### config.mk
export PLATFORM = sky130hd
export DESIGN_NAME = mcycle_ctrl
export DESIGN_NICKNAME = d
export VERILOG_FILES = /design/src/rtl/mcycle_pkg.sv /design/src/rtl/mcycle_ctrl.sv
export SDC_FILE = /design/constraint.sdc
export NUM_CORES = 1
export LEC_CHECK = 0
export ABC_AREA = 1
export CAP_MARGIN = 20
export CORE_MARGIN = 3
export CORE_UTILIZATION = 45
export CTS_CLUSTER_DIAMETER = 40
export DETAILED_ROUTE_END_ITERATION = 16
export GPL_ROUTABILITY_DRIVEN = 0
export PLACE_DENSITY = 0.76
export SLEW_MARGIN = 5
export SYNTH_ARGS = -nofsm -noshare
export SYNTH_HDL_FRONTEND = slang
export SYNTH_SLANG_ARGS = --single-unit
### constraint.sdc
create_clock -name CLK -period 1.2 [get_ports CLK]
set_input_delay 0.12 -clock CLK [delete_from_list [all_inputs] [get_ports CLK]]
set_output_delay 0.12 -clock CLK [all_outputs]
set_load 0.1 [all_outputs]
### src/rtl/mcycle_pkg.sv
// Shared definitions for the multiply/divide sequencer: state encoding and
// MCycleOp bit positions.
package mcycle_pkg;

   typedef enum logic [1:0] {
      IDLE = 2'd0,
      RUN  = 2'd1,
      FIX  = 2'd2,
      WB   = 2'd3
   } state_t;

   localparam int OP_DIV    = 0;
   localparam int OP_SIGNED = 1;

endpackage

### src/rtl/mcycle_ctrl.sv
// Sequencer for the iterative multiply/divide datapath: stalls the pipeline,
// strobes load/step/sign-fix, then requests the register-file write port.
module mcycle_ctrl
   import mcycle_pkg::*;
#(
   parameter int WIDTH = 32,
   parameter int CNT_W = $clog2(WIDTH + 1)
) (
   input  logic       CLK,
   input  logic       RESET,
   input  logic       M_Start,
   input  logic [1:0] MCycleOp,
   input  logic       MWrite,
   input  logic [3:0] MWA,
   input  logic       Operand2Zero,
   input  logic       Flush,
   input  logic       WbAck,
   output logic       Busy,
   output logic       Init,
   output logic       Step,
   output logic       FixSign,
   output logic       DivByZero,
   output logic       ResultWrite,
   output logic [3:0] ResultWA
);

   localparam logic [CNT_W-1:0] CNT_LAST = CNT_W'(WIDTH - 1);

   state_t           state_q, state_d;
   logic [CNT_W-1:0] cnt_q, cnt_d;
   logic             sgn_q, sgn_d;
   logic             mwrite_q, mwrite_d;
   logic [3:0]       mwa_q, mwa_d;
   logic             dbz_q, dbz_d;
   state_t           done_state;

   // A suppressed writeback skips WB entirely and frees the unit at once.
   assign done_state = mwrite_q ? WB : IDLE;

   always_comb begin
      state_d  = state_q;
      cnt_d    = cnt_q;
      sgn_d    = sgn_q;
      mwrite_d = mwrite_q;
      mwa_d    = mwa_q;
      dbz_d    = dbz_q;
      case (state_q)
         IDLE: begin
            if (M_Start) begin
               sgn_d    = MCycleOp[OP_SIGNED];
               mwrite_d = MWrite;
               mwa_d    = MWA;
               cnt_d    = '0;
               if (MCycleOp[OP_DIV] && Operand2Zero) begin
                  dbz_d   = MWrite;
                  state_d = MWrite ? WB : IDLE;
               end else begin
                  state_d = RUN;
               end
            end
         end
         RUN: begin
            if (Flush) begin
               state_d = IDLE;
            end else begin
               cnt_d = cnt_q + CNT_W'(1);
               if (cnt_q == CNT_LAST) begin
                  state_d = sgn_q ? FIX : done_state;
               end
            end
         end
         FIX: begin
            state_d = Flush ? IDLE : done_state;
         end
         WB: begin
            if (WbAck) begin
               state_d = IDLE;
               dbz_d   = 1'b0;
            end
         end
         default: state_d = IDLE;
      endcase
   end

   always_ff @(posedge CLK) begin
      if (RESET) begin
         state_q  <= IDLE;
         cnt_q    <= '0;
         sgn_q    <= 1'b0;
         mwrite_q <= 1'b0;
         mwa_q    <= '0;
         dbz_q    <= 1'b0;
      end else begin
         state_q  <= state_d;
         cnt_q    <= cnt_d;
         sgn_q    <= sgn_d;
         mwrite_q <= mwrite_d;
         mwa_q    <= mwa_d;
         dbz_q    <= dbz_d;
      end
   end

   // Only Init and the IDLE half of Busy look at inputs; the rest is pure state.
   assign Init        = (state_q == IDLE) && M_Start;
   assign Busy        = (state_q != IDLE) || M_Start;
   assign Step        = (state_q == RUN);
   assign FixSign     = (state_q == FIX);
   assign ResultWrite = (state_q == WB);
   assign DivByZero   = dbz_q;
   assign ResultWA    = mwa_q;

endmodule

# Word-level counts from Yosys, hierarchy flattened
# Index checks and enable logic that the tools add are counted.
# classes
n_reduce_logical	11
n_mux	17
add_sub_neg	1
eq_ne	9
# op_table
op	count
two-way mux 2 bit	9
two-way mux 6 bit	2
one-hot mux 6 bit (2 select lines)	1
inequality test 2 bit, second input constant	4
one-hot mux 2 bit (4 select lines)	1
adder 6 x 1 -> 6 bit, second input constant	1
equality test 6 x 5 -> 1 bit, second input constant	1
AND reduction 3 bit	2
nonzero test 2 bit	3
equality test 2 bit, second input constant	2
AND reduction 4 bit	1
two-way mux 1 bit	3
inequality test 3 x 2 -> 1 bit, second input constant	1
equality test 2 x 1 -> 1 bit, second input constant	1
logical AND 1 bit	2
logical NOT 2 bit	1
one-hot mux 1 bit (2 select lines)	1
AND reduction 2 bit	1
logical OR 1 bit	1
# totals
output_inout_bits	10
ff_bits	15
wordCells	44
in_bits	13

# Depth between registers and ports, before layout
# depth
word_depth	5
ltp_mapped	9
mapped_depth_nobuf	9

# Worst setup path before layout
# No wires, ideal clock.
# synth_timing
kind	reg2reg
startpoint	register state_q[1]
endpoint	register state_q[1]
slack_ns	-1.066
required_time_ns	1.136
synth_period_minus_slack_ns	2.266
setup_ns	0.064
path_buffers	0
arrival_time_ns	2.202
path_stages_with_launch	7
cell_sequence	dfxtp_1 > inv_1 > nor2_1 > nand2_1 > nand3_1 > nor2_1 > nor2_1
# synth_between
word_cells_on_any_way	9
cone_classes	eq/ne (6); mux (1); reduce/logical (2)
# synth_rtl
element	line	source
start: declaration	mcycle_ctrl.sv:29	state_t state_q, state_d;
start signal: assignment	mcycle_ctrl.sv:94	state_q <= state_d;
equality test 2 bit	-	
net FixSign	mcycle_ctrl.sv:21	output logic FixSign,
one-hot mux 2 bit (4 select lines)	mcycle_ctrl.sv:47	case (state_q)
# The timed path passes the listed nets, and every way through them passes these cells.
# A chain may end at the register's enable or synchronous reset.

# Final worst setup path
# layout_timing
startpoint	register state_q[0]
endpoint	output Init
# layout_between
elab_chain_len	2
# layout_rtl
element	line	source
logical NOT 2 bit	mcycle_ctrl.sv:104	assign Init = (state_q == IDLE) && M_Start;
logical AND 1 bit	mcycle_ctrl.sv:104	
end: declaration	mcycle_ctrl.sv:19	output logic Init,
# No other way between the ends.

==> results.cfg <==
[final_layout]
area_delta_synth_final_pct = 74.8
final_util = 0.877
stdcell_count = 182
final_area_sq_um = 1400
diodes = 0
nNetsFinal = 173
drive_above_1_share = 0.392

[timing]
hold_viol_final = 0
slew_violations = 0
final.setup.worst_slack_ns = -0.0776
clock-skew-final_ns = 0.000756
post-route-period-util = 1.06
rsz0062_at_grt = yes
whs_ns = 0.453
min_period_ns = 1.28
worst_slew_pin_slew_ns = 0.414
finalSetupViolCount = 8
slew_headroom = 0.724
timing.fmax_mhz = 783
tns_ns = -0.249

[floorplanning]
fp.dieW_um = 48.2
rows = 14
dieArea_sq_um = 2320
core_sq_um = 1590
ios = 23
fp.dieH_um = 48.2
start_util = 0.502

[cts]
htreeDepth = 1
cts_buffer_depth = 2
hold_buffers = 0
clock_latency_ns = 0.29
clkTransAtPathRegs_ns = 0.08
cts_buffers = 3
clockRootBuffer = clkbuf_4
cts_tree = built
numClockSinks = 15

[power_and_ir_drop]
power.density_nw_per_um2 = 1550
power_mw = 2.17
peakVddDrop_uv = 1320
leakage_nw = 0.624

[flow_run]
maxCapViolCount = 0

[drt]
dr.pass1.iters = 4
drc = 0
vias_per_cell = 4.73
top_layer = met4
met1_length_um = 871
wl_per_cell_um = 11.2
dr_total_vias = 861
antenna_left = 0
drt_iter0_drc = 12
totalWireLength_um = 2040
wl_met2_um = 1070
routed-wl-met3_um = 97

[global_route]
grt_pass1_vias = 819
antenna_found_initial = 0
grt_overflow = 0
grt_pass1_wl_um = 3240
grt.total_usage = 0.196
grt_max_degree = 11

[placed_design]
dpl_cell_area_sq_um = 1260
dp_slack_ns = -0.107
port_buffers = 22
place.detailed.instances = 172
place_hpwl_um = 1540

[synth]
synthCells = 120
ys.flop_type = dfxtp_1
yosys.cell_count.top_type = nand2_1
synth-edff-count = 0
synthTopCellsByCount = nand2_1 (29), nor2_1 (21), inv_1 (18)
yosys.area.top_type_share = 0.376
syn-num-nets = 134
yosysSeqAreaShare = 0.376
avgSynthCellArea_sq_um = 6.66
ys_seq_elements = 15
synth_cell_types = 20
yosys_warnings = 0
syn_area_sq_um = 800
ys_top_cells_by_area = dfxtp_1 (38%), nand2_1 (14%), nor2_1 (9.9%)
async_reset_ff_frac = 0
yosysTopAreaCell = dfxtp_1

[status]
violations = setup timing
status = finished, violations left

[critical_path]
cp-start-kind = register
crit_type = reg -> out
worst_setup_path_end_kind = output port
arrival_ns = 1.16
worstPathRequired_ns = 1.08
critPathMaxFanout = 3

[min_path]
hold_path.class = in -> reg
## sequential cells by signal, summed over array words and instances, names as in the netlist
signal / cells
mwrite_q: 1
sgn_q: 1
cnt_q: 6
state_q: 2
DivByZero: 1
ResultWA: 4
## where the power goes
part | leakage (nW) | internal (mW) | switching [mW] | total (mW)
Sequential | 0.126 | 0.564 | 0.0552 | 0.619
Clock | 0.0150 | 0.129 | 0.159 | 0.288
Combinational | 0.483 | 0.486 | 0.772 | 1.26
## layer usage
| metal | global-route usage | up-vias |
|---|---|---|
| li1 | - | 445 |
| met1 | 0.224 | 399 |
| met2 | 0.344 | 14 |
| met3 | 0.0701 | 3 |
| met4 | 0.0484 | 0 |
| met5 | 0 | - |
## cell usage in the layout (no fill, tap or decap), types with 2 or more instances in the layout
cell / instances
nand3_1: 6
dfxtp_4: 2
o21ai_0: 2
dfxtp_2: 6
a21oi_2: 2
a21oi_1: 4
clkinvlp_4: 2
buf_4: 9
buf_12: 10
inv_1: 15
clkdlybuf4s50_1: 12
nand3_2: 3
nor2_4: 2
clkbuf_4: 3
o21ai_2: 6
nor2_2: 3
nand3b_1: 2
nor2_1: 18
buf_6: 3
nand2_4: 4
nand2_1: 26
dfxtp_1: 7
## path summary, 6_finish.rpt
check,from,endpoint,slack [ns],depth (start not counted)
max reg2reg,state_q[0],state_q[0],-0.03,8
min reg2reg,cnt_q[0],cnt_q[0],0.46,1
min,MWA[0],ResultWA[0],0.45,3
max,state_q[0],Init,-0.08,4
## cell type report
cell class              count  area [sq um]
fillers                    77           196
repair buffers             35           437
flip-flops and latches     15           315
clock buffers               4          26.3
well taps                  24          30.0
multi-input cells          84           497
inverters                  20          92.6
## repair_timing
item,4_1_cts,5_1_grt
setup buffers,7,0
resized for setup,12,15
pin swaps,6,5
setup endpoints to repair,3,18
gates cloned,0,0
## cells by family after synthesis
family,share of synthesized area
AOI/OAI and AO/OA,0.103
adders and majority gates,0.0156
buffers and inverters,0.111
DFF,0.376
and+or+nand+nor,0.394
## worst max-delay path, stage by stage (launching register included)
cell	delay (ns)
dfxtp_4	0.36
nor2_4	0.18
nand2_4	0.10
inv_8	0.06
buf_12	0.16
Note: power is estimated with default switching activity, not from simulation.
